===== config.mk =====
export PLATFORM = sky130hd
export DESIGN_NAME = button_event_classifier_flat
export DESIGN_NICKNAME = d
export VERILOG_FILES = /design/src/rtl/button_pkg.sv /design/src/rtl/button_event_classifier_if.sv /design/src/rtl/button_event_classifier_event_slot.sv /design/src/rtl/button_event_classifier.sv /design/src/flat_wrapper.sv
export SDC_FILE = /design/constraint.sdc
export NUM_CORES = 1
export LEC_CHECK = 0
export CORE_ASPECT_RATIO = 1.25
export CORE_MARGIN = 2
export CORE_UTILIZATION = 55
export DETAILED_ROUTE_END_ITERATION = 10
export PLACE_DENSITY = 0.79
export SYNTH_ARGS = -nofsm -noshare
export SYNTH_HDL_FRONTEND = slang
export SYNTH_HIERARCHICAL = 1
export SYNTH_SLANG_ARGS = --single-unit

===== constraint.sdc =====
create_clock -name clk -period 2.8 [get_ports clk]
set_input_delay 0.84 -clock clk [delete_from_list [all_inputs] [get_ports clk]]
set_output_delay 0.84 -clock clk [all_outputs]
set_load 0.02 [all_outputs]

===== src/rtl/button_pkg.sv =====
// Shared types and default timing for the button event classifier.
// Event codes, classifier states and a helper for sizing the cycle counter.
package button_pkg;

  typedef enum logic [1:0] {
    EVT_REPEAT = 2'b00,
    EVT_SHORT  = 2'b01,
    EVT_LONG   = 2'b10,
    EVT_DOUBLE = 2'b11
  } evt_code_t;

  typedef enum logic [2:0] {
    IDLE,
    PRESSED1,
    WAIT2,
    PRESSED2,
    LONG_HELD
  } state_t;

  // Default timings at the 3 MHz system clock.
  localparam int unsigned DEF_LONG_PRESS_CYCLES   = 3000000;
  localparam int unsigned DEF_DOUBLE_CLICK_CYCLES = 900000;
  localparam int unsigned DEF_REPEAT_CYCLES       = 600000;

  function automatic int unsigned max3(input int unsigned a, input int unsigned b,
                                       input int unsigned c);
    int unsigned m;
    m = (a > b) ? a : b;
    return (m > c) ? m : c;
  endfunction

endpackage


===== src/rtl/button_event_classifier_if.sv =====
// Event delivery channel: valid/ready handshake carrying a 2-bit event code,
// plus the drop pulse raised when an event is lost to a full buffer.
interface button_event_classifier_if;
  import button_pkg::*;

  logic      evt_valid;
  evt_code_t evt_code;
  logic      evt_ready;
  logic      evt_drop;

  modport master (output evt_valid, output evt_code, output evt_drop, input evt_ready);
  modport slave  (input evt_valid, input evt_code, input evt_drop, output evt_ready);
endinterface


===== src/rtl/button_event_classifier_event_slot.sv =====
// One-entry valid/ready output buffer. A new event arriving while the held
// event is still unaccepted is discarded and reported on evt_drop.
module event_slot
  import button_pkg::*;
(
  input  logic      clk,
  input  logic      rst_n,
  input  logic      new_valid,
  input  evt_code_t new_code,
  button_event_classifier_if.master evt
);

  // NOTE: sequential state uses non-blocking assignments so every register
  // samples pre-edge values regardless of statement order.
  always_ff @(posedge clk or negedge rst_n) begin
    if (!rst_n) begin
      evt.evt_valid <= 1'b0;
      evt.evt_code  <= EVT_REPEAT;
      evt.evt_drop  <= 1'b0;
    end else begin
      evt.evt_drop <= 1'b0;
      if (new_valid) begin
        // An accept in the same cycle frees the slot for the new event.
        if (!evt.evt_valid || evt.evt_ready) begin
          evt.evt_valid <= 1'b1;
          evt.evt_code  <= new_code;
        end else begin
          evt.evt_drop <= 1'b1;
        end
      end else if (evt.evt_ready) begin
        evt.evt_valid <= 1'b0;
      end
    end
  end

endmodule


===== src/rtl/button_event_classifier.sv =====
// Classifies debounced press/release pulses into SHORT, LONG and DOUBLE events.
// Define BTN_AUTOREPEAT_EN to emit periodic REPEAT events while a long press is held.
module button_event_classifier
  import button_pkg::*;
#(
  parameter int unsigned LONG_PRESS_CYCLES   = DEF_LONG_PRESS_CYCLES,
  parameter int unsigned DOUBLE_CLICK_CYCLES = DEF_DOUBLE_CLICK_CYCLES,
  parameter int unsigned REPEAT_CYCLES       = DEF_REPEAT_CYCLES
) (
  input  logic clk,
  input  logic rst_n,
  input  logic press_pulse,
  input  logic release_pulse,
  button_event_classifier_if.master evt
);

  localparam int unsigned CNT_W =
    $clog2(max3(LONG_PRESS_CYCLES, DOUBLE_CLICK_CYCLES, REPEAT_CYCLES)) + 1;
  localparam logic [CNT_W-1:0] LONG_LAST = CNT_W'(LONG_PRESS_CYCLES - 1);
  localparam logic [CNT_W-1:0] DC_LAST   = CNT_W'(DOUBLE_CLICK_CYCLES - 1);
`ifdef BTN_AUTOREPEAT_EN
  localparam logic [CNT_W-1:0] REP_LAST  = CNT_W'(REPEAT_CYCLES - 1);
`endif

  state_t           state;
  logic [CNT_W-1:0] cnt;
  logic             press_eff;
  logic             emit_valid;
  evt_code_t        emit_code;

  // A press coinciding with a release is ignored; the release is processed.
  assign press_eff = press_pulse & ~release_pulse;

  // Event decision is combinational so the slot registers it one cycle
  // after the deciding pulse or timeout.
  // NOTE: every always_comb output gets a default first so no latch is inferred.
  always_comb begin
    emit_valid = 1'b0;
    emit_code  = EVT_REPEAT;
    case (state)
      PRESSED1: if (!release_pulse && cnt == LONG_LAST) begin
        emit_valid = 1'b1;
        emit_code  = EVT_LONG;
      end
      WAIT2: if (!press_eff && cnt == DC_LAST) begin
        emit_valid = 1'b1;
        emit_code  = EVT_SHORT;
      end
      PRESSED2: if (release_pulse) begin
        emit_valid = 1'b1;
        emit_code  = EVT_DOUBLE;
      end
`ifdef BTN_AUTOREPEAT_EN
      LONG_HELD: if (!release_pulse && cnt == REP_LAST) begin
        emit_valid = 1'b1;
        emit_code  = EVT_REPEAT;
      end
`endif
      default: ;
    endcase
  end

  // NOTE: asynchronous active-low reset aborts any gesture in progress.
  always_ff @(posedge clk or negedge rst_n) begin
    if (!rst_n) begin
      state <= IDLE;
      cnt   <= '0;
    end else begin
      case (state)
        IDLE: if (press_eff) begin
          state <= PRESSED1;
          cnt   <= '0;
        end
        PRESSED1: begin
          if (release_pulse) begin
            state <= WAIT2;
            cnt   <= '0;
          end else if (cnt == LONG_LAST) begin
            state <= LONG_HELD;
            cnt   <= '0;
          end else begin
            cnt <= cnt + 1'b1;
          end
        end
        WAIT2: begin
          // A second press on the final gap cycle still counts as a double click.
          if (press_eff) begin
            state <= PRESSED2;
            cnt   <= '0;
          end else if (cnt == DC_LAST) begin
            state <= IDLE;
            cnt   <= '0;
          end else begin
            cnt <= cnt + 1'b1;
          end
        end
        PRESSED2: if (release_pulse) begin
          state <= IDLE;
          cnt   <= '0;
        end
        LONG_HELD: begin
          if (release_pulse) begin
            state <= IDLE;
            cnt   <= '0;
          end
`ifdef BTN_AUTOREPEAT_EN
          else if (cnt == REP_LAST) begin
            cnt <= '0;
          end else begin
            cnt <= cnt + 1'b1;
          end
`endif
        end
        default: begin
          state <= IDLE;
          cnt   <= '0;
        end
      endcase
    end
  end

  event_slot u_slot (
    .clk       (clk),
    .rst_n     (rst_n),
    .new_valid (emit_valid),
    .new_code  (emit_code),
    .evt       (evt)
  );

endmodule


===== src/flat_wrapper.sv =====
// flat-port wrapper written by rule: the top's interface ports become plain ports
module button_event_classifier_flat import button_pkg::*;
#(
  parameter int unsigned LONG_PRESS_CYCLES   = DEF_LONG_PRESS_CYCLES,
  parameter int unsigned DOUBLE_CLICK_CYCLES = DEF_DOUBLE_CLICK_CYCLES,
  parameter int unsigned REPEAT_CYCLES       = DEF_REPEAT_CYCLES
)
  (clk, rst_n, press_pulse, release_pulse, evt_evt_valid, evt_evt_code, evt_evt_drop, evt_evt_ready);
  button_event_classifier_if evt_i ();
  input  logic clk;
  input  logic rst_n;
  input  logic press_pulse;
  input  logic release_pulse;
  output wire logic [$bits(evt_i.evt_valid)-1:0] evt_evt_valid;
  output wire logic [$bits(evt_i.evt_code)-1:0] evt_evt_code;
  output wire logic [$bits(evt_i.evt_drop)-1:0] evt_evt_drop;
  input wire logic [$bits(evt_i.evt_ready)-1:0] evt_evt_ready;
  assign evt_evt_valid = evt_i.evt_valid;
  assign evt_evt_code = evt_i.evt_code;
  assign evt_evt_drop = evt_i.evt_drop;
  assign evt_i.evt_ready = evt_evt_ready;
  button_event_classifier #(.LONG_PRESS_CYCLES(LONG_PRESS_CYCLES), .DOUBLE_CLICK_CYCLES(DOUBLE_CLICK_CYCLES), .REPEAT_CYCLES(REPEAT_CYCLES)) u_core (.clk(clk), .rst_n(rst_n), .press_pulse(press_pulse), .release_pulse(release_pulse), .evt(evt_i));
endmodule

[Word level (Yosys, flattened, before mapping)]
Index checks and enable logic that the tools add are counted.
Cells by class
  $add $sub $neg: 1
  equality and inequality tests: 11
  muxes and demuxes: 27
  bitwise logic cells: 2
  reduce and logical (&&, ||, !) cells: 13
Operators with widths (count)
  $mux 23: 6
  $pmux 23 s4: 1
  $add 23x1->23 const B: 1
  $eq 23x20->1 const B: 1
  $eq 23x22->1 const B: 1
  $mux 3: 6
  $pmux 3 s4: 1
  $mux 1: 9
  $eq 3x2->1 const B: 2
  $pmux 2 s3: 1
  $reduce_and 2->1: 3
  $mux 2: 2
  $ne 2x1->1 const B: 2
  $reduce_and 4->1: 1
  $eq 3x1->1 const B: 1
  $eq 3x3->1 const B: 1
  $logic_not 1->1: 3
  $logic_not 3->1: 1
  $ne 3x1->1 const B: 1
  $ne 3x2->1 const B: 1
  $pmux 1 s3: 1
  $logic_and 1x1->1: 2
  $ne 2x2->1 const B: 1
  $reduce_bool 2->1: 1
  other kinds (4): 4
Storage, ports and cells
  register bits: 30
  bits of input ports: 5
  logic and storage cells: 59

[Depth between registers and ports, before layout]
Gate-level depths: netlist of the first run.
  word-level depth: 8
  depth in mapped cells: 8
  mapped depth without buffers: 8

[Modules after synthesis]
The synthesis of the first run kept the hierarchy.
By module, submodules not included
  button_event_classifier: instances 1, cells each 198, area an instance 1646.6 µm², sequential area each 650.6 µm²
  event_slot: instances 1, cells each 11, area an instance 161.4 µm², sequential area each 100.1 µm²

[Worst setup path before layout of the first run]
No wires, ideal clock.
  kind: reg2reg
  from: reg u_core.cnt[11]
  to: reg u_core.u_slot.evt.evt_code[0]
  library setup time: 0.125 ns
  arrival time: 2.122 ns
  required time: 2.675 ns
  path slack: 0.553 ns
  cell stages (with the launch flop): 8
  path buffers: 0
  period minus slack after synthesis: 2.247 ns
  path through: dfrtp_1 > or4_1 > nor4_4 > nand3_1 > a21boi_0 > o21bai_1 > nand2_2 > mux2_4
Between the ends
  word-level cells in the longest chain between the ends: 5
Ends and longest elaborated chain
  from (decl): line button_event_classifier.sv:26  | logic [CNT_W-1:0] cnt;
  from (signal assigned): line button_event_classifier.sv:82  | cnt <= cnt + 1'b1;
  from (signal assigned): line button_event_classifier.sv:94  | cnt <= cnt + 1'b1;
  $eq 23x20->1 / $eq 23x22->1 (equally long branches): line button_event_classifier.sv:45, button_event_classifier.sv:41
  $logic_and 1x1->1 (on tied branches): line button_event_classifier.sv:45, button_event_classifier.sv:41
  $mux 1 (on tied branches): line button_event_classifier.sv:45, button_event_classifier.sv:41
  $pmux 1 s3 (*): line button_event_classifier.sv:40  | case (state)
  net u_core.emit_valid: line button_event_classifier.sv:28  | logic emit_valid;
  $reduce_and 2->1 (no source line) (*)
  to (signal assigned): line button_event_classifier_event_slot.sv:26  | evt.evt_code <= new_code;
  to (decl): line button_event_classifier_if.sv:11  | modport master (output evt_valid, output evt_code, output evt_drop, input evt_ready);
Mark *: on every way through the listed nets, which the timed path passes. The rest lies on a longest branch.
A chain may end at the register's enable or synchronous reset.

[Worst setup path in the final report of the first run]
  from: reg u_core.cnt[17]
  to: reg u_core.u_slot.evt.evt_code[0]
The elaborated chain is that of the path after synthesis.

==> results of run 1 <==
## cell usage after synthesis, types with 6 or more instances
cell type                  count  area share (%)
sky130_fd_sc_hd__nand2_1      30             6.2
sky130_fd_sc_hd__clkbuf_1      6             1.2
sky130_fd_sc_hd__dfrtp_1      30              42
sky130_fd_sc_hd__nand3_1      10             2.8
sky130_fd_sc_hd__xor2_1        6             2.9
sky130_fd_sc_hd__o211ai_1      8             3.3
sky130_fd_sc_hd__nor2_1       22             4.6
sky130_fd_sc_hd__o21ai_0      12             3.3
sky130_fd_sc_hd__nor3_1        6             1.7
sky130_fd_sc_hd__and3_1        9             3.1
sky130_fd_sc_hd__nand4_1      11             3.8
## cells in the final DEF, fill, tap and decap left out, types with 8 or more instances in the layout
| master | instances |
|---|---|
| sky130_fd_sc_hd__and3_1 | 9 |
| sky130_fd_sc_hd__buf_4 | 8 |
| sky130_fd_sc_hd__clkdlybuf4s50_1 | 8 |
| sky130_fd_sc_hd__dfrtp_1 | 30 |
| sky130_fd_sc_hd__nand2_1 | 30 |
| sky130_fd_sc_hd__nand3_1 | 10 |
| sky130_fd_sc_hd__nand4_1 | 11 |
| sky130_fd_sc_hd__nor2_1 | 22 |
| sky130_fd_sc_hd__o211ai_1 | 8 |
| sky130_fd_sc_hd__o21ai_0 | 12 |
## power breakdown
group / total, mW / internal, mW / switching (mW)
Combinational: 0.302 / 0.121 / 0.182
Sequential: 0.524 / 0.470 / 0.0540
Clock: 0.350 / 0.198 / 0.152
## routing by layer
metal | GRT usage, % | part of all wire (%)
met1 | 27.75 | 40
met2 | 41.96 | 52
met3 | 5.671 | 6.0
met4 | 13.72 | 1.9
met5 | 0 | 0
## metrics by stage
stage / util, % / cells
finish: 64.70 / 261
global placement: 61.82 / 253
global route: 64.70 / 261
CTS: 64.70 / 261
detailed placement: 61.82 / 253
floorplan: - / 209
## layout make-up
class / instances / area, sq um
Multi-Input combinational cell: 166 / 1005
Timing Repair Buffer: 16 / 140.1
Clock buffer: 7 / 86.33
Tap cell: 37 / 46.29
Fill cell: 266 / 1117
Inverter: 4 / 15.01
Clock inverter: 1 / 5.005
Sequential cell: 30 / 750.7
## critical path, stage by stage (launching register included)
cell	delay, ns
sky130_fd_sc_hd__dfrtp_1	0.43
sky130_fd_sc_hd__or4b_1	0.59
sky130_fd_sc_hd__nor4_4	0.33
sky130_fd_sc_hd__nand3_1	0.12
sky130_fd_sc_hd__a21boi_0	0.28
sky130_fd_sc_hd__o21bai_1	0.19
sky130_fd_sc_hd__nand2_2	0.11
sky130_fd_sc_hd__mux2_4	0.31
## sequential cells by signal, summed over array words and instances, names as in the netlist
signal,count
u_core/u_slot/evt.evt_valid,1
u_core/u_slot/evt.evt_code,2
u_core/state,3
u_core/cnt,23
u_core/u_slot/evt.evt_drop,1
## cells by family after synthesis
logic type | synth area share, %
xor gates and xnor gates | 3.876
muxes | 1.661
AOI/OAI and AO/OA | 14.26
adders and majority gates | 0.6919
buffers and inverters | 2.906
and+or+nand+nor | 35.09
DFF | 41.52
## worst paths after layout
path                       cells after the start                          start                            end
min                                            1  u_core/u_slot/evt.evt_code[1]  u_core/u_slot/evt.evt_code[1]
max in group asynchronous                      2                          rst_n                  u_core/cnt[9]
max                                            7                 u_core/cnt[17]  u_core/u_slot/evt.evt_code[0]
min reg2reg                                    1  u_core/u_slot/evt.evt_code[1]  u_core/u_slot/evt.evt_code[1]
max reg2reg                                    7                 u_core/cnt[17]  u_core/u_slot/evt.evt_code[0]
min in group asynchronous                      2                          rst_n     u_core/u_slot/evt.evt_drop
==> impl.org, run 1 <==
** Power
- The completed layout was analyzed and its total power is between 1 and 1.5 mW.
- Leakage power :: between 0.8 and 0.9 nW
- PwrDens :: 574.2 nW/um^2
- VDD sags by at most slightly below 0.5 mV.

** Global route
- After global routing the overflow that remains totals 0.
- The via count of the first global-routing pass was approximately 1600.
- Entering global routing, the biggest net connects 31 pins.
- In the global route stage, overall resource usage came out at about a quarter.
- Global-route wire length before repair :: 7127 um
- Initial antenna violation count :: 0

** Logic synthesis
- Number of different library cells in the post-synthesis netlist :: 45
- Among all flip-flop cells after synthesis, the most frequent one is sky130_fd_sc_hd__dfrtp_1.
- After synthesis, the share of flip-flops with an asynchronous set or reset is between 90% and 100%.
- For this run, the number of Yosys warnings is 6.
- The mapped netlist covers around 1800 sq um.
- Seq/Total Area, Yosys :: approximately 42%
- Syn Inst Count :: between 200 and 250
- Counting flops and latches in the post-synthesis netlist gives 30.
- The synthesized design contains 0 enable-type register cells.
- Dividing the synthesized area by the synthesized cell count gives approximately 8.7 sq um.
- Number of nets produced by synthesis :: roughly 220

** CTS
- In this run, post-CTS repair resized a total of 0 instances.
- Root Buffer :: sky130_fd_sc_hd__clkbuf_8
- Clock-pin transition on the worst setup and hold timing paths :: 0.06 ns
- Counting the buffers created by CTS gives 5.
- At the later pin of the worst-skew pair, clock insertion delay measures between 0.2 and 0.3 ns.
- Clock Path Buffers :: 2
- Post-CTS setup buffers :: 0
- H-tree depth :: 2
- Counting every sink on the clock net gives 30.
- Buffers inserted to repair hold after CTS numbered 0.
- Clock tree from TritonCTS :: yes

** Timing
- Crit path setup slack, layout :: roughly 0.33 ns
- Endpoints failing setup :: 0
- At the pin with the least slew margin, the transition time is 0.4600 ns.
- For the final database, setup skew stands at 0.006154 ns.
- Count of final hold-check violations :: 0
- Clock period minus worst slack :: approximately 2.5 ns
- Post-route setup TNS :: 0 ns
- After layout, the worst path uses about nine tenths of the clock period.
- Based on the critical path, the design can be clocked at up to roughly 400 MHz.
- The final count of pins violating max slew came to 0.
- Hold Slack :: roughly 0.52 ns
- Unrepaired setup endpoints after global routing :: false
- In this run the tightest slew margin relative to its limit is ~69%.

** Routing
- Post-Route WL :: about 4100 um
- For this run, the detailed router's first-pass iteration total came to 4.
- The first routing iteration left 96 violations.
- Per-cell via count in the routed design :: 6.230
- For this run, design rule violations remaining after detail routing come to 0.
- In this run the remaining antenna-violating nets after routing total 0.
- Per-cell routed wire length :: approximately 16 um
- Across all layers, the routed design uses approximately 1600 vias.

** Critical path
- WS Path Type :: flop to flop
- Crit path arrival time :: 2.64 ns
- Maximum fanout along the worst path :: 6
- For the worst setup path, the data required time is around 3 ns.
- Critical path startpoint category :: flop
- The worst setup path is captured at a flop.
- Flop-to-flop setup slack :: about 0.33 ns

** Die
- Number of rows in the core area :: 23
- Once the floorplan was initialized, standard cells occupied between 50% and 60% of the core.
- The floorplan step defined a die boundary enclosing between 3000 and 4000 sq um.
- Measured along the x axis, the die boundary spans 55.28 um.
- For this design the top-level I/O count stands at 9.
- The core region is 3166 sq um.
- From bottom edge to top edge, the die measures between 60 and 70 um.

** Placed design
- The wire-length estimate of the detail-placed layout is between 3000 and 4000 um.
- Number of port buffers :: 8
- GPL Wtd Cong :: 0.8441
- After detailed placement, the total cell area comes to between 1500 and 2000 sq um.
- Before CTS, the worst setup slack after placement is roughly 0.11 ns.

** Final layout
- Area growth from synthesis to layout :: 13.29%
- In the final layout, the share of cells above drive strength 1 is between 10% and 20%.
- The finished cells cover a little over 2000 sq um.
- The number of antenna diodes in the final layout is 0.
- After the last flow step, the layout net total stands at ~230.

** Run status
- Outcome :: finished clean

** Min path
- Hold Crit Class :: flop to flop

** Job
- Max-cap violations in this run came to 0.
(Power assumes the default switching activity.)
==> run 2: changes to the inputs <==
- PLACE_DENSITY: 0.79 -> 0.74
==> run 2 against run 1 <==
Hold slack worse by 0.0058 ns. Final cell count is 0.77% lower. Utilization is 0.71 points lower. Highest routed layer unchanged. Routed wire length is 0.47% higher. Sequential power hardly changed. Via count is 1.4% lower. First-iteration DRC count is 9.4% higher.
==> impl.org, run 2 (synthesis gave the netlist of run 1 again) <==
** Run status
- Outcome :: finished clean (unchanged)

** Critical path
- The top fanout value on the critical path is 11 (was 6).
- The critical path endpoint category was a flop (unchanged).
- The critical path startpoint is release_pulse (was u_core/cnt[17]).
- Crit path arrival time :: 2.67 ns (was 2.64 ns)
- CP Cell Sequence: clkdlybuf4s50_1, nor4b_1, a211oi_1, buf_4, and3_1, o22ai_1, o21ai_0 (was or4b_1, nor4_4, nand3_1, a21boi_0, o21bai_1, nand2_2, mux2_4).
- Cell with the largest stage delay on the worst path :: sky130_fd_sc_hd__clkdlybuf4s50_1 (was sky130_fd_sc_hd__or4b_1)
- Critical path startpoint category :: input port (was flop)
- CP peak stage delay :: 0.67 ns (was 0.59 ns)
- The type of the setup path with the least slack is input port to flop (was flop to flop).
- The data required time at the worst endpoint came to 2.95 ns (was 2.96 ns).
- The worst flop-to-flop path startpoint is u_core/cnt[8] (was u_core/cnt[17]).

** Final layout
- The growth of design area from synthesis to finish came to 12.04% (was 13.29%).
- Number of standard cells in the final layout excluding fillers :: 259 (was 261)
- Top library cells by usage in the layout, fill and taps aside :: sky130_fd_sc_hd__nand2_1 (30), sky130_fd_sc_hd__dfrtp_1 (30), sky130_fd_sc_hd__nor2_1 (22), sky130_fd_sc_hd__o21ai_0 (12), sky130_fd_sc_hd__nand4_1 (11) (unchanged)
- The register with the most flip-flops was u_core/cnt (unchanged).
- Largest registers in the final layout: u_core/cnt: 23 flops, u_core/state: 3 flops, u_core/u_slot/evt.evt_code: 2 flops (unchanged).
- Post-Route Utilization :: 63.99% (was 64.70%)
- Final-stage net count :: 228 (was 229)
- Antenna diode count :: 0 (unchanged)
- Fraction of layout cells with a size suffix above 1 :: 10.81% (was 12.05%)
- Largest register FFs :: 23 (unchanged)
- Number of fill cells in the layout :: 291 (was 266)

** Power
- PwrDens :: 563.2 nW/um^2 (was 574.2 nW/um^2)
- The fraction of power consumed by sequential logic is 45.9% (was 44.5%).
- Internal power component :: 0.7563 mW (was 0.7882 mW)
- The leakage power figure is 0.8476 nW (was 0.8626 nW).
- The portion of total power attributed to the clock network was 28.0% (was 29.8%).
- Worst-case vdd ir drop :: 0.3917 mV (was 0.4863 mV)
- Net switching power :: 0.3845 mW (was 0.3878 mW)
- Fraction of power spent switching nets :: 33.71% (was 32.98%)
- The portion of total power attributed to combinational logic came to 26.1% (was 25.7%).

** Routing
- The residual antenna-violating net count after detailed routing came to 0 (unchanged).
- The total DRC errors in the routed layout is 0 (unchanged).
- Per-cell routed wire length :: 15.78 um (was 15.59 um)
- The violation count after the first detailed-routing iteration was 105 (was 96).
- Post-Route WL :: 4088 um (was 4069 um)
- The via density per instance is 6.189 (was 6.230).
- The first-pass iteration count of the detailed router came to 4 (unchanged).
- Routed via count :: 1603 (was 1626)

** CTS
- The number of cells upsized or downsized after cts is 0 (unchanged).
- Clk_lat worst skew :: 0.28 ns (about the same)
- H-tree depth :: 2 (unchanged)
- Clock Path Buffers :: 2 (unchanged)
- Post-CTS setup buffers :: 0 (unchanged)
- The clock sink total was 30 (unchanged).
- The root cell of the clock tree was sky130_fd_sc_hd__clkbuf_8 (unchanged).
- Clock-pin transition on the worst setup and hold timing paths :: 0.06 ns (about the same)
- The total CTS buffers was 5 (unchanged).
- The total of hold buffers inserted after clock tree synthesis was 0 (unchanged).
- The CTS tree was yes (unchanged).

** Die
- The number of rows created at floorplan came to 23 (unchanged).
- Core region area :: 3166 sq um (unchanged)
- The number of top-level design ports was 9 (unchanged).
- Total Die Area :: 3765 sq um (unchanged)
- Y dimension of the die :: 68.10 um (unchanged)
- Die width :: 55.28 um (unchanged)
- Starting density of the core :: 57.11% (unchanged)

** Global route
- The largest net degree at the start of global routing is 31 (unchanged).
- The total grt overflow is 0 (unchanged).
- Via count of the first global-routing pass :: 1634 (was 1612)
- Global-route wire length before repair :: 7279 um (was 7127 um)
- The global-route usage over all layers was 24.94% (was 24.19%).
- The initial antenna violation count is 0 (unchanged).

** Timing
- The number of hold violations in the final report is 0 (unchanged).
- The slew at the pin closest to its max-slew limit came to 0.4604 ns (was 0.4600 ns).
- The hold slack was 0.5141 ns (was 0.5198 ns).
- Crit path setup slack, layout :: 0.2821 ns (was 0.3252 ns)
- The max-slew headroom at the worst pin came to 68.87% (was 69.30%).
- The final total negative setup slack came to 0 ns (unchanged).
- Unrepaired setup endpoints after global routing :: false (unchanged)
- The final count of negative-setup-slack endpoints came to 0 (unchanged).
- Clock tree skew after final layout :: 0.004822 ns (was 0.006154 ns)
- The achievable clock frequency came to 397.2 MHz (was 404.1 MHz).
- The fraction of the cycle the final worst path needs was 89.93% (was 88.39%).
- The final count of pins violating max slew came to 0 (unchanged).
- The minimum clock period after layout was 2.518 ns (was 2.475 ns).

** Placed design
- Half-perimeter wire length of the detailed placement result :: 3031 um (was 3020 um)
- Number of placed cells counting well taps :: 252 (was 253)
- The number of buffers inserted by port buffering is 8 (unchanged).
- The final RePlAce weighted congestion was 0.8391 (was 0.8441).
- The worst setup slack after placement was 0.02306 ns (was 0.1070 ns).

** Job
- The max-capacitance violation count came to 0 (unchanged).

** Min path
- The path class of the lowest-slack min-delay path was flop to flop (unchanged).
- Hold path start :: u_core/u_slot/evt.evt_code[0] (was u_core/u_slot/evt.evt_code[1])
-- run 2: cell types whose count changed in the layout (fill, tap and decap cells not counted), sizes merged --
| cell | before | now |
|---|---|---|
| clkinv | 1 | 0 |
| buf | 8 | 7 |
-- run 2: power groups by stage --
| stage | sequential (mW) | combinational [mW] | clock (mW) |
|---|---|---|---|
| after floorplan | 0.516 | 0.198 | 0 |
| after global placement | 0.525 | 0.284 | 0 |
| after detailed placement | 0.530 | 0.297 | 0 |
| after CTS | 0.523 | 0.298 | 0.330 |
| after global routing | 0.529 | 0.327 | 0.350 |
| final | 0.523 | 0.298 | 0.319 |
-- run 2: path summary, 6_finish.rpt --
| kind | to | slack (ns) | cells past startpoint |
|---|---|---|---|
| setup / recovery | u_core/cnt[8] | 0.28 | 7 |
| hold / removal | u_core/u_slot/evt.evt_code[0] | 0.51 | 1 |
| setup reg to reg | u_core/u_slot/evt.evt_code[1] | 0.31 | 7 |
| hold reg to reg | u_core/u_slot/evt.evt_code[0] | 0.51 | 1 |
| max in group asynchronous | u_core/cnt[10] | 1.56 | 2 |
| min in group asynchronous | u_core/u_slot/evt.evt_code[1] | 0.95 | 2 |
-- run 2: through the flow --
stage	total power [mW]	area (sq um)
2_1_floorplan	0.7147	1808
3_3_place_gp	0.8090	1949
3_5_place_dp	0.8275	1949
4_1_cts	1.151	2026
5_1_grt	1.206	2026
6_report	1.141	2026
-- run 2: area by class of cell --
| class | instances | area, sq um | area share (%) |
|---|---|---|---|
| clock buffers | 7 | 76.32 | 3.768 |
| multi-input cells | 166 | 1005 | 49.60 |
| inverters | 4 | 15.01 | 0.7412 |
| well taps | 37 | 46.29 | 2.285 |
| flip-flops and latches | 30 | 750.7 | 37.06 |
| repair buffers | 15 | 132.6 | 6.547 |
-- run 2: critical path, delay by kind of cell --
| kind | cells | cell delay (ns) |
|---|---|---|
| AO/OA/AOI/OAI | 3 | 0.35 |
| buffers and inverters | 2 | 0.87 |
| AND/OR/NAND/NOR | 2 | 0.62 |
-- run 2: routing by layer --
metal	wire length (um)	global-route usage (%)
met5	0	0
met4	97	13.11
met3	145	5.104
met2	2148	44.94
met1	1696	28.14
==> run 3: changes to the inputs <==
- RECOVER_POWER: unset -> 25
==> run 3 against run 2 <==
Power hardly changed. Clock power barely moved. Non-clock buffer count stayed put. Sequential share of layout area barely moved. Register-to-register slack hardly changed. Critical path depth stayed put. Global-route usage is the same. Sequential cell count unchanged. Die area did not move. Utilization down 0.079 points. Via count decreased by 0.12%. First-iteration DRC count fell by 4.8%.
==> impl.org, run 3 (synthesis gave the netlist of run 1 again) <==
** Run status
- Outcome :: finished clean (unchanged)

** Placed design
- The final RePlAce weighted congestion was 0.8391 (unchanged).
- The sum of net half-perimeters after detailed placement came to 3031 um (unchanged).
- The post-place instance area came to 1949 sq um (unchanged).
- Number of placed cells counting well taps :: 252 (unchanged)
- Number of port buffers :: 8 (unchanged)

** Power
- Combinational Power Share :: 26.1% (about the same)
- Leakage power :: 0.8472 nW (was 0.8476 nW)
- The internal power was 0.7555 mW (was 0.7563 mW).
- The highest ir drop seen on vdd came to 0.3921 mV (was 0.3917 mV).
- Fraction of power spent switching nets :: 33.72% (was 33.71%)
- PwrDens :: 563.4 nW/um^2 (was 563.2 nW/um^2)
- The fraction of power consumed by sequential logic was 45.9% (about the same).
- The portion of total power attributed to the clock network came to 28.0% (about the same).
- Net switching power :: 0.3844 mW (was 0.3845 mW)

** CTS
- The total CTS buffers came to 5 (unchanged).
- The maximum level of the CTS H-tree came to 2 (unchanged).
- Post-CTS setup buffers :: 0 (unchanged)
- The root cell of the clock tree was sky130_fd_sc_hd__clkbuf_8 (unchanged).
- The total of hold buffers inserted after clock tree synthesis is 0 (unchanged).
- The maximum count of clock buffers along a single path is 2 (unchanged).
- The number of cells upsized or downsized after cts came to 0 (unchanged).
- Total clock sinks :: 30 (unchanged)
- The post-CTS clock slew at the launch and capture registers of the worst setup and hold paths came to 0.06 ns (about the same).
- The later-pin clock latency in the skew report came to 0.28 ns (about the same).
- The CTS tree is yes (unchanged).

** Routing
- The violation count after the first detailed-routing iteration is 100 (was 105).
- Routed via count :: 1601 (was 1603)
- Per-cell via count in the routed design :: 6.181 (was 6.189)
- Detail Route Antenna Nets :: 0 (unchanged)
- Per-cell routed wire length :: 15.76 um (was 15.78 um)
- The first-pass iteration count of the detailed router was 4 (unchanged).
- The total DRC errors in the routed layout is 0 (unchanged).
- The routed wire length came to 4083 um (was 4088 um).

** Global route
- Via count of the first global-routing pass :: 1634 (unchanged)
- The total grt overflow was 0 (unchanged).
- Pin count of the biggest net entering global routing :: 31 (unchanged)
- The wire length of the first global-routing pass was 7279 um (unchanged).
- Overall global routing resource usage :: 24.94% (unchanged)
- Initial antenna violation count :: 0 (unchanged)

** Final layout
- The number of fillers in the final layout is 290 (was 291).
- Largest register FFs :: 23 (unchanged)
- Number of standard cells in the final layout excluding fillers :: 259 (unchanged)
- The register with the most flip-flops is u_core/cnt (unchanged).
- Antenna diode count :: 0 (unchanged)
- Final standard cell area without fillers :: 2023 sq um (was 2026 sq um)
- The growth of design area from synthesis to finish was 11.90% (was 12.04%).
- Fraction of layout cells with a size suffix above 1 :: 10.81% (unchanged)
- Sequential cell area :: 750.7 sq um (unchanged)
- The multi-input combinational cell area is 1005 sq um (unchanged).
- Top library cells by usage in the layout, fill and taps aside: sky130_fd_sc_hd__nand2_1 (30), sky130_fd_sc_hd__dfrtp_1 (30), sky130_fd_sc_hd__nor2_1 (22), sky130_fd_sc_hd__o21ai_0 (12), sky130_fd_sc_hd__nand4_1 (11) (unchanged).
- The final-stage net count came to 228 (unchanged).
- Largest registers in the final layout: u_core/cnt: 23 flops, u_core/state: 3 flops, u_core/u_slot/evt.evt_code: 2 flops (unchanged).

** Critical path
- Critical path capture point type :: flop (unchanged)
- The top fanout value on the critical path was 11 (unchanged).
- The type of the setup path with the least slack is input port to flop (unchanged).
- Critical path startpoint category :: input port (unchanged)
- The data required time at the worst endpoint is 2.95 ns (about the same).
- The data arrival time at the worst-slack endpoint came to 2.67 ns (about the same).

** Die
- Starting density of the core :: 57.11% (unchanged)
- Y dimension of the die :: 68.10 um (unchanged)
- The chip width came to 55.28 um (unchanged).
- Total Die Area :: 3765 sq um (unchanged)
- Count of pins on the block boundary :: 9 (unchanged)
- Number of rows in the core area :: 23 (unchanged)
- The core area was 3166 sq um (unchanged).

** Timing
- Unrepaired setup endpoints after global routing: false (unchanged).
- The minimum clock period after layout came to 2.513 ns (was 2.518 ns).
- Hold Slack :: 0.5141 ns (about the same)
- Transition time at the pin with the least slew margin :: 0.7432 ns (was 0.4604 ns)
- Clock tree skew after final layout :: 0.004854 ns (was 0.004822 ns)
- Final Slew Violations :: 0 (unchanged)
- The final total negative setup slack was 0 ns (unchanged).
- Period Utilization, post-route :: 89.76% (was 89.93%)
- The max-slew headroom at the worst pin came to 50.45% (was 68.87%).
- The achievable clock frequency was 397.9 MHz (was 397.2 MHz).
- Count of final hold-check violations :: 0 (unchanged)
- Endpoints failing setup :: 0 (unchanged)

** Min path
- The path class of the lowest-slack min-delay path is flop to flop (unchanged).

** Job
- Max Cap Viol :: 0 (unchanged)
-- run 3: changes by cell type in the layout (fill, tap and decap cells not counted), sizes merged --
cell	change
clkbuf	+1
dlygate4sd3	+1
buf	-1
clkdlybuf4s50	-1
-- run 3: power by group through the flow --
stage / logic [mW] / clock network (mW) / registers [mW]
floorplan: 0.198 / 0 / 0.516
global placement: 0.284 / 0 / 0.525
detailed placement: 0.297 / 0 / 0.530
CTS: 0.298 / 0.330 / 0.523
global route: 0.326 / 0.350 / 0.529
finish: 0.298 / 0.319 / 0.523
-- run 3: through the flow --
stage	total power, mW	utilization (%)	setup slack [ns]
6_report	1.140	63.91	0.2868
5_1_grt	1.205	63.91	0.1802
4_1_cts	1.151	63.99	0.2998
3_5_place_dp	0.8275	61.58	0.02306
3_3_place_gp	0.8090	61.58	0.1419
2_1_floorplan	0.7147	-	0.5531
-- run 3: routing by layer --
layer | global-route usage [%] | share of wire (%) | vias up
li1 | - | - | 785
met1 | 28.14 | 41 | 769
met2 | 44.94 | 53 | 38
met3 | 5.104 | 3.3 | 9
met4 | 13.11 | 2.4 | 0
met5 | 0 | 0 | -
-- run 3: final timing paths --
path | start | to | slack [ns] | cells past startpoint
setup / recovery | release_pulse | u_core/cnt[8] | 0.29 | 7
hold / removal | u_core/u_slot/evt.evt_code[0] | u_core/u_slot/evt.evt_code[0] | 0.51 | 1
setup reg to reg | u_core/cnt[8] | u_core/u_slot/evt.evt_code[1] | 0.31 | 7
hold reg to reg | u_core/u_slot/evt.evt_code[0] | u_core/u_slot/evt.evt_code[0] | 0.51 | 1
max in group asynchronous | rst_n | u_core/cnt[10] | 1.17 | 2
min in group asynchronous | rst_n | u_core/u_slot/evt.evt_code[1] | 1.16 | 2
-- run 3: area by class of cell --
class / instances / area share (%)
clock buffers: 7 / 3.772
inverters: 4 / 0.7421
multi-input cells: 166 / 49.66
flip-flops and latches: 30 / 37.11
well taps: 37 / 2.288
repair buffers: 15 / 6.432
-- run 3: worst max-delay path: stages --
cell and delay, ns:
sky130_fd_sc_hd__clkdlybuf4s50_1 0.67, sky130_fd_sc_hd__nor4b_1 0.44, sky130_fd_sc_hd__a211oi_1 0.13, sky130_fd_sc_hd__buf_4 0.20, sky130_fd_sc_hd__and3_1 0.17, sky130_fd_sc_hd__o22ai_1 0.12, sky130_fd_sc_hd__o21ai_0 0.10
